[config.mk]
export PLATFORM = sky130hd
export DESIGN_NAME = prog_loader
export DESIGN_NICKNAME = d
export VERILOG_FILES = /design/src/rtl/prog_loader.sv
export SDC_FILE = /design/constraint.sdc
export NUM_CORES = 1
export LEC_CHECK = 0
export ABC_AREA = 1
export CAP_MARGIN = 20
export CORE_ASPECT_RATIO = 1.4
export CORE_MARGIN = 5
export CORE_UTILIZATION = 35
export DETAILED_ROUTE_END_ITERATION = 12
export DONT_BUFFER_PORTS = 1
export GPL_TIMING_DRIVEN = 0
export PLACE_DENSITY_LB_ADDON = 0.12
export SYNTH_ARGS = -nofsm -noshare
export SYNTH_HDL_FRONTEND = slang
export SYNTH_SLANG_ARGS = --single-unit
[constraint.sdc]
create_clock -name clk -period 1.4 [get_ports clk]
set_input_delay 0.42 -clock clk [delete_from_list [all_inputs] [get_ports clk]]
set_output_delay 0.42 -clock clk [all_outputs]
set_load 0.01 [all_outputs]
[src/rtl/prog_loader.sv]
// prog_loader: boot-time loader that turns a host word stream into cpu memory writes.
// The stream is a series of segments. Each segment is one header word and then N payload words.
// Header word layout: [31] target (0 imem / 1 dmem), [30] start, [29:16] base word addr, [15:0] N.
// After the segment flagged "start" completes, cpu_enable is held high until srst.
// Optional build macro PROG_LOADER_CHECKSUM_EN: a checksum word (the sum of the payload words) follows
// every segment with N > 0. A mismatch raises the sticky error flag and parks the loader in ERR.
module prog_loader #(
    parameter int unsigned DATA_W = 32,
    parameter int unsigned ADDR_W = 32,
    parameter int unsigned CNT_W  = 16
) (
    input  logic              clk,
    input  logic              srst,
    input  logic              s_valid,
    output logic              s_ready,
    input  logic [DATA_W-1:0] s_data,
    output logic [ADDR_W-1:0] imem_addr,
    output logic              imem_wen,
    output logic [DATA_W-1:0] imem_wdata,
    output logic [ADDR_W-1:0] dmem_addr,
    output logic              dmem_wen,
    output logic [DATA_W-1:0] dmem_wdata,
    output logic              cpu_enable,
    output logic              busy,
    output logic              error
);

    localparam int unsigned BASE_W = 14;

`ifdef PROG_LOADER_CHECKSUM_EN
    typedef enum logic [2:0] {ST_HEADER, ST_LOAD, ST_CHECK, ST_RUN, ST_ERR} state_t;
`else
    typedef enum logic [1:0] {ST_HEADER, ST_LOAD, ST_RUN} state_t;
`endif

    state_t            state;
    logic [BASE_W-1:0] waddr;
    logic [CNT_W-1:0]  remain;
    logic              target;
    logic              start;
    logic              fire;
    logic              hdr_target;
    logic              hdr_start;
    logic [BASE_W-1:0] hdr_base;
    logic [CNT_W-1:0]  hdr_cnt;
    logic [ADDR_W-1:0] byte_addr;

    // Decode the header fields and the handshake.
    assign fire       = s_valid & s_ready;
    assign hdr_target = s_data[31];
    assign hdr_start  = s_data[30];
    assign hdr_base   = s_data[29:16];
    assign hdr_cnt    = s_data[CNT_W-1:0];
    assign byte_addr  = ADDR_W'({waddr, 2'b00});

`ifdef PROG_LOADER_CHECKSUM_EN
    logic [DATA_W-1:0] sum;
`else
    assign error = 1'b0;
`endif

    // Loader FSM. All outputs are registered. The write strobes default low every cycle.
    always_ff @(posedge clk) begin
        if (srst) begin
            state      <= ST_HEADER;
            s_ready    <= 1'b0;
            imem_addr  <= '0;
            imem_wen   <= 1'b0;
            imem_wdata <= '0;
            dmem_addr  <= '0;
            dmem_wen   <= 1'b0;
            dmem_wdata <= '0;
            cpu_enable <= 1'b0;
            busy       <= 1'b0;
            waddr      <= '0;
            remain     <= '0;
            target     <= 1'b0;
            start      <= 1'b0;
`ifdef PROG_LOADER_CHECKSUM_EN
            sum        <= '0;
            error      <= 1'b0;
`endif
        end else begin
            imem_wen <= 1'b0;
            dmem_wen <= 1'b0;
            case (state)
                ST_HEADER: begin
                    s_ready <= 1'b1;
                    if (fire) begin
                        target <= hdr_target;
                        start  <= hdr_start;
                        waddr  <= hdr_base;
                        remain <= hdr_cnt;
`ifdef PROG_LOADER_CHECKSUM_EN
                        sum    <= '0;
`endif
                        if (hdr_cnt != '0) begin
                            state <= ST_LOAD;
                            busy  <= 1'b1;
                        end else if (hdr_start) begin
                            // An empty start segment has no write in flight, so enable at once.
                            state      <= ST_RUN;
                            s_ready    <= 1'b0;
                            cpu_enable <= 1'b1;
                        end
                    end
                end
                ST_LOAD: begin
                    if (fire) begin
                        if (target) begin
                            dmem_wen   <= 1'b1;
                            dmem_addr  <= byte_addr;
                            dmem_wdata <= s_data;
                        end else begin
                            imem_wen   <= 1'b1;
                            imem_addr  <= byte_addr;
                            imem_wdata <= s_data;
                        end
                        waddr  <= waddr + BASE_W'(1);
                        remain <= remain - CNT_W'(1);
`ifdef PROG_LOADER_CHECKSUM_EN
                        sum    <= sum + s_data;
                        if (remain == CNT_W'(1)) begin
                            state <= ST_CHECK;
                        end
`else
                        if (remain == CNT_W'(1)) begin
                            busy <= 1'b0;
                            if (start) begin
                                // cpu_enable follows in RUN, one cycle after this final write.
                                state   <= ST_RUN;
                                s_ready <= 1'b0;
                            end else begin
                                state <= ST_HEADER;
                            end
                        end
`endif
                    end
                end
`ifdef PROG_LOADER_CHECKSUM_EN
                ST_CHECK: begin
                    if (fire) begin
                        busy <= 1'b0;
                        if (s_data != sum) begin
                            state   <= ST_ERR;
                            s_ready <= 1'b0;
                            error   <= 1'b1;
                        end else if (start) begin
                            state      <= ST_RUN;
                            s_ready    <= 1'b0;
                            cpu_enable <= 1'b1;
                        end else begin
                            state <= ST_HEADER;
                        end
                    end
                end
                ST_ERR: begin
                    s_ready <= 1'b0;
                    busy    <= 1'b0;
                end
`endif
                ST_RUN: begin
                    s_ready    <= 1'b0;
                    busy       <= 1'b0;
                    cpu_enable <= 1'b1;
                end
                default: begin
                    state <= ST_HEADER;
                end
            endcase
        end
    end

endmodule

==> impl_metrics.csv <==
group,metric,value,unit
clocking,cts_tree,"done",
worst_setup_path,arrival,1910,ps
synth,async_reset_ff_frac,0,
synth,syn_inst,809,
clocking,clk_pin_slew,70,ps
grt,grt_max_degree,17,
sta,skew,10.35,ps
grt,overflow,0,
placement,routabilityCongestion,0.8804,
cells_and_area,area.growth.synth_to_final,48.24,%
worst_setup_path,crit_top_cell,"nor2_4",
route,first_pass_iters,5,
synth,dominantRegCellSynth,"dfxtp_1",
pwr,pwr_density_cell,1643,mW/mm^2
clocking,root_buffer,"clkbuf_16",
worst_setup_path,cp.required,1710,ps
route,wire_per_inst,19.02,microns
route,ant_nets,0,
synth,syn_avg_cell_area,7.223,sq um
synth,synth_edf_count,0,
synth,synth_area,0.005843,sq mm
sta,slew_violations,0,
sta,maxSlewHeadroom,0.5125,
clocking,cts_hold_buf,0,
worst_setup_path,ff2ff_setup_slack,-200,ps
grt,antenna_found_initial,0,
placement,port_buffers,0,
sta,max_freq,0.6247,GHz
worst_setup_path,crit_chain,"inv_4 -> ha_4 -> inv_8 -> nor2_4 -> inv_2 -> nor2_4 -> buf_12 -> buf_12 -> inv_8 -> clkbuf_16 -> nor2_4 -> nor2_1",
route,routed_wl,21.47,mm
cells_and_area,stdcell_count,1129,
synth,synth.most_common_cell,"nor2_1",
grt,grt_pass1_vias,5443,
sta,tightest_slew,731.2,ps
floorplanning,initial_utilization,0.3519,
synth,synthDistinctLibCells,26,
placement,hpwl,14.56,mm
floorplanning,core-area,0.01661,sq mm
worst_setup_path,cpPeakStageDelay,350,ps
clocking,cts_buffers,17,
sta,fin_crit,1601,ps
route,drc,0,
cells_and_area,nets,955,
route,drt-initial-drc-count,352,
run,cap_violations,0,
hold_path,hold_path_class,"input pin to flip-flop",
floorplanning,die_h,162.9,microns
synth,yosysWarningCount,0,
cells_and_area,insertedDiodeCount,0,
floorplanning,rows,56,
synth,ys_ff_latch,131,
placement,placedCellCount,1048,
synth,synth_area_leader_cell,"dfxtp_1",
synth,synth_top_area_frac,0.4488,
floorplanning,ios,169,
sta,period_share,1.143,
cells_and_area,drive_gt1_frac,0.3477,
worst_setup_path,path_class,"flip-flop to flip-flop",
outcome,status,"complete, but fails checks",
synth,synth_common_cells,"nor2_1 (153), dfxtp_1 (131), o21ai_0 (109)",
sta,postLayoutSetupSlackWorst,-200.9,ps
floorplanning,dieArea,0.01942,sq mm
sta,setup_violations,126,
worst_setup_path,crit_path_start_kind,"flip-flop",
clocking,h-tree-depth,4,
grt,grt_first_pass_wirelength,31.75,mm
clocking,clock-sinks,131,
route,vias_per_cell,5.085,
synth,synthTopCellsByArea,"dfxtp_1 (45%), nor2_1 (9.8%), o21ai_0 (9.3%), a21oi_1 (8.2%), nand2_1 (6.4%)",
clocking,cts_buffer_depth,2,
outcome,violations,"negative setup slack",
pwr,leakage,3.490,nW
grt,groute.usage.overall,0.2119,
route,vias,5741,
synth,ys_seq_area_frac,0.4488,
worst_setup_path,cp_slowest_cell,"dfxtp_4",
floorplanning,die_x,119.2,microns
sta,rsz0062_at_grt,"true",
clocking,insertion_delay,420,ps
pwr,peakVddDrop,834.7,uV
placement,pre_cts_ws,-520.8,ps
worst_setup_path,cp-end-kind,"flip-flop",
sta,hold_violations,0,
worst_setup_path,path_max_fanout,7,
## state kept, by name (all words and copies together), names as in the netlist, 2 cells and up
name        flops
dmem_addr      14
dmem_wdata     32
imem_addr      14
imem_wdata     32
remain         16
state           2
waddr          14
## timing repair
item	4_1_cts	5_1_grt
endpoints found under the setup margin	128	131
gates resized for setup	190	178
endpoints found under the hold margin	0	0
pin swaps	23	40
setup buffers	26	11
cloned	10	7
## metrics by stage
stage | TNS, ps | area, sq um | hold WS, ps | utilization | power (mW)
after floorplan | -1107 | 6058 | 458.4 | - | 6.867
after global placement | -50490 | 6312 | 471.7 | 0.3801 | 7.764
after detailed placement | -51630 | 6312 | 473.6 | 0.3801 | 7.737
after CTS | -16110 | 7914 | 118.1 | 0.4766 | 13.56
after global routing | -24620 | 8662 | 114.7 | 0.5216 | 14.95
final | -15810 | 8662 | 119.7 | 0.5216 | 14.23
## placed cells by master, fill, tap and decap left out, types with 3 or more instances in the layout
| cell type | netlist | routed |
|---|---|---|
| dfxtp_1 | 131 | 115 |
| nand2_1 | 100 | 93 |
| nor2_1 | 153 | 89 |
| a21oi_1 | 96 | 70 |
| o21ai_0 | 109 | 53 |
| buf_4 | 41 | 52 |
| inv_1 | 48 | 43 |
| conb_1 | 1 | 37 |
| nor2_2 | 1 | 35 |
| o21ai_2 | 0 | 34 |
| nor2_4 | 3 | 33 |
| nand3_1 | 35 | 32 |
| o21ai_1 | 10 | 31 |
| clkbuf_16 | 0 | 25 |
| a21oi_2 | 0 | 23 |
| buf_8 | 0 | 20 |
| clkbuf_1 | 18 | 15 |
| buf_12 | 0 | 14 |
| buf_6 | 0 | 13 |
| dfxtp_2 | 0 | 13 |
| nand4_1 | 7 | 7 |
| nand2_2 | 0 | 6 |
| xor2_1 | 5 | 5 |
| inv_6 | 0 | 5 |
| inv_4 | 0 | 4 |
| a21oi_4 | 1 | 4 |
| nor3_1 | 5 | 4 |
| ha_4 | 0 | 4 |
| buf_16 | 0 | 4 |
| inv_2 | 5 | 3 |
| nand3_2 | 0 | 3 |
| o22ai_1 | 3 | 3 |
| o211ai_1 | 3 | 3 |
| a211oi_2 | 0 | 3 |
| bufinv_16 | 0 | 3 |
| clkinvlp_4 | 0 | 3 |
| dfxtp_4 | 0 | 3 |
## area by class of cell
class | count | area (sq um)
Multi-Input combinational cell | 581 | 3366
Timing Repair Buffer | 50 | 789.5
Buffer | 79 | 759.5
Tap cell | 203 | 254.0
Fill cell | 1571 | 7944
Clock inverter | 13 | 173.9
Sequential cell | 131 | 2650
Clock buffer | 19 | 432.9
Inverter | 53 | 236.5
## worst max-delay path, delay by kind of cell (launching register included)
kind	cells	cell delay, ps
adder cells (fa/ha/maj)	1	170
buffers and inverters	7	660
AND/OR/NAND/NOR	4	340
flip-flops	1	350
## power by group
part           switching [mW]  internal [mW]
registers               0.565           4.14
logic                    2.68           2.16
clock network            1.85           2.84
total                    5.09           9.14
## worst paths after layout
path,to,cells after the start,startpoint
worst min register to register,waddr[13],2,waddr[13]
worst min-delay path,imem_wdata[13],2,s_data[13]
worst max-delay path,imem_wdata[16],12,state[1]
worst max register to register,imem_wdata[16],12,state[1]
## per-layer routing
layer / routed length [microns] / vias to the layer above / track usage
met5: 0 / - / 0
met1: 8424 / 2690 / 0.2464
li1: - / 2812 / -
met4: 382 / 0 / 0.07275
met3: 1694 / 29 / 0.06463
met2: 10970 / 210 / 0.3687
## logic make-up (layout without fill, tap and decap cells)
group / Yosys count / in the layout / share of synthesized area
AO/OA/AOI/OAI: 227 / 227 / 0.2000
XOR/XNOR: 5 / 5 / 0.007494
adder cells (fa/ha/maj): 7 / 7 / 0.01499
buffers and inverters: 133 / 214 / 0.1156
flip-flops: 131 / 131 / 0.4488
other: 1 / 37 / 0.0006418
AND/OR/NAND/NOR: 305 / 305 / 0.2124
Power figures use the tool's default switching activity.
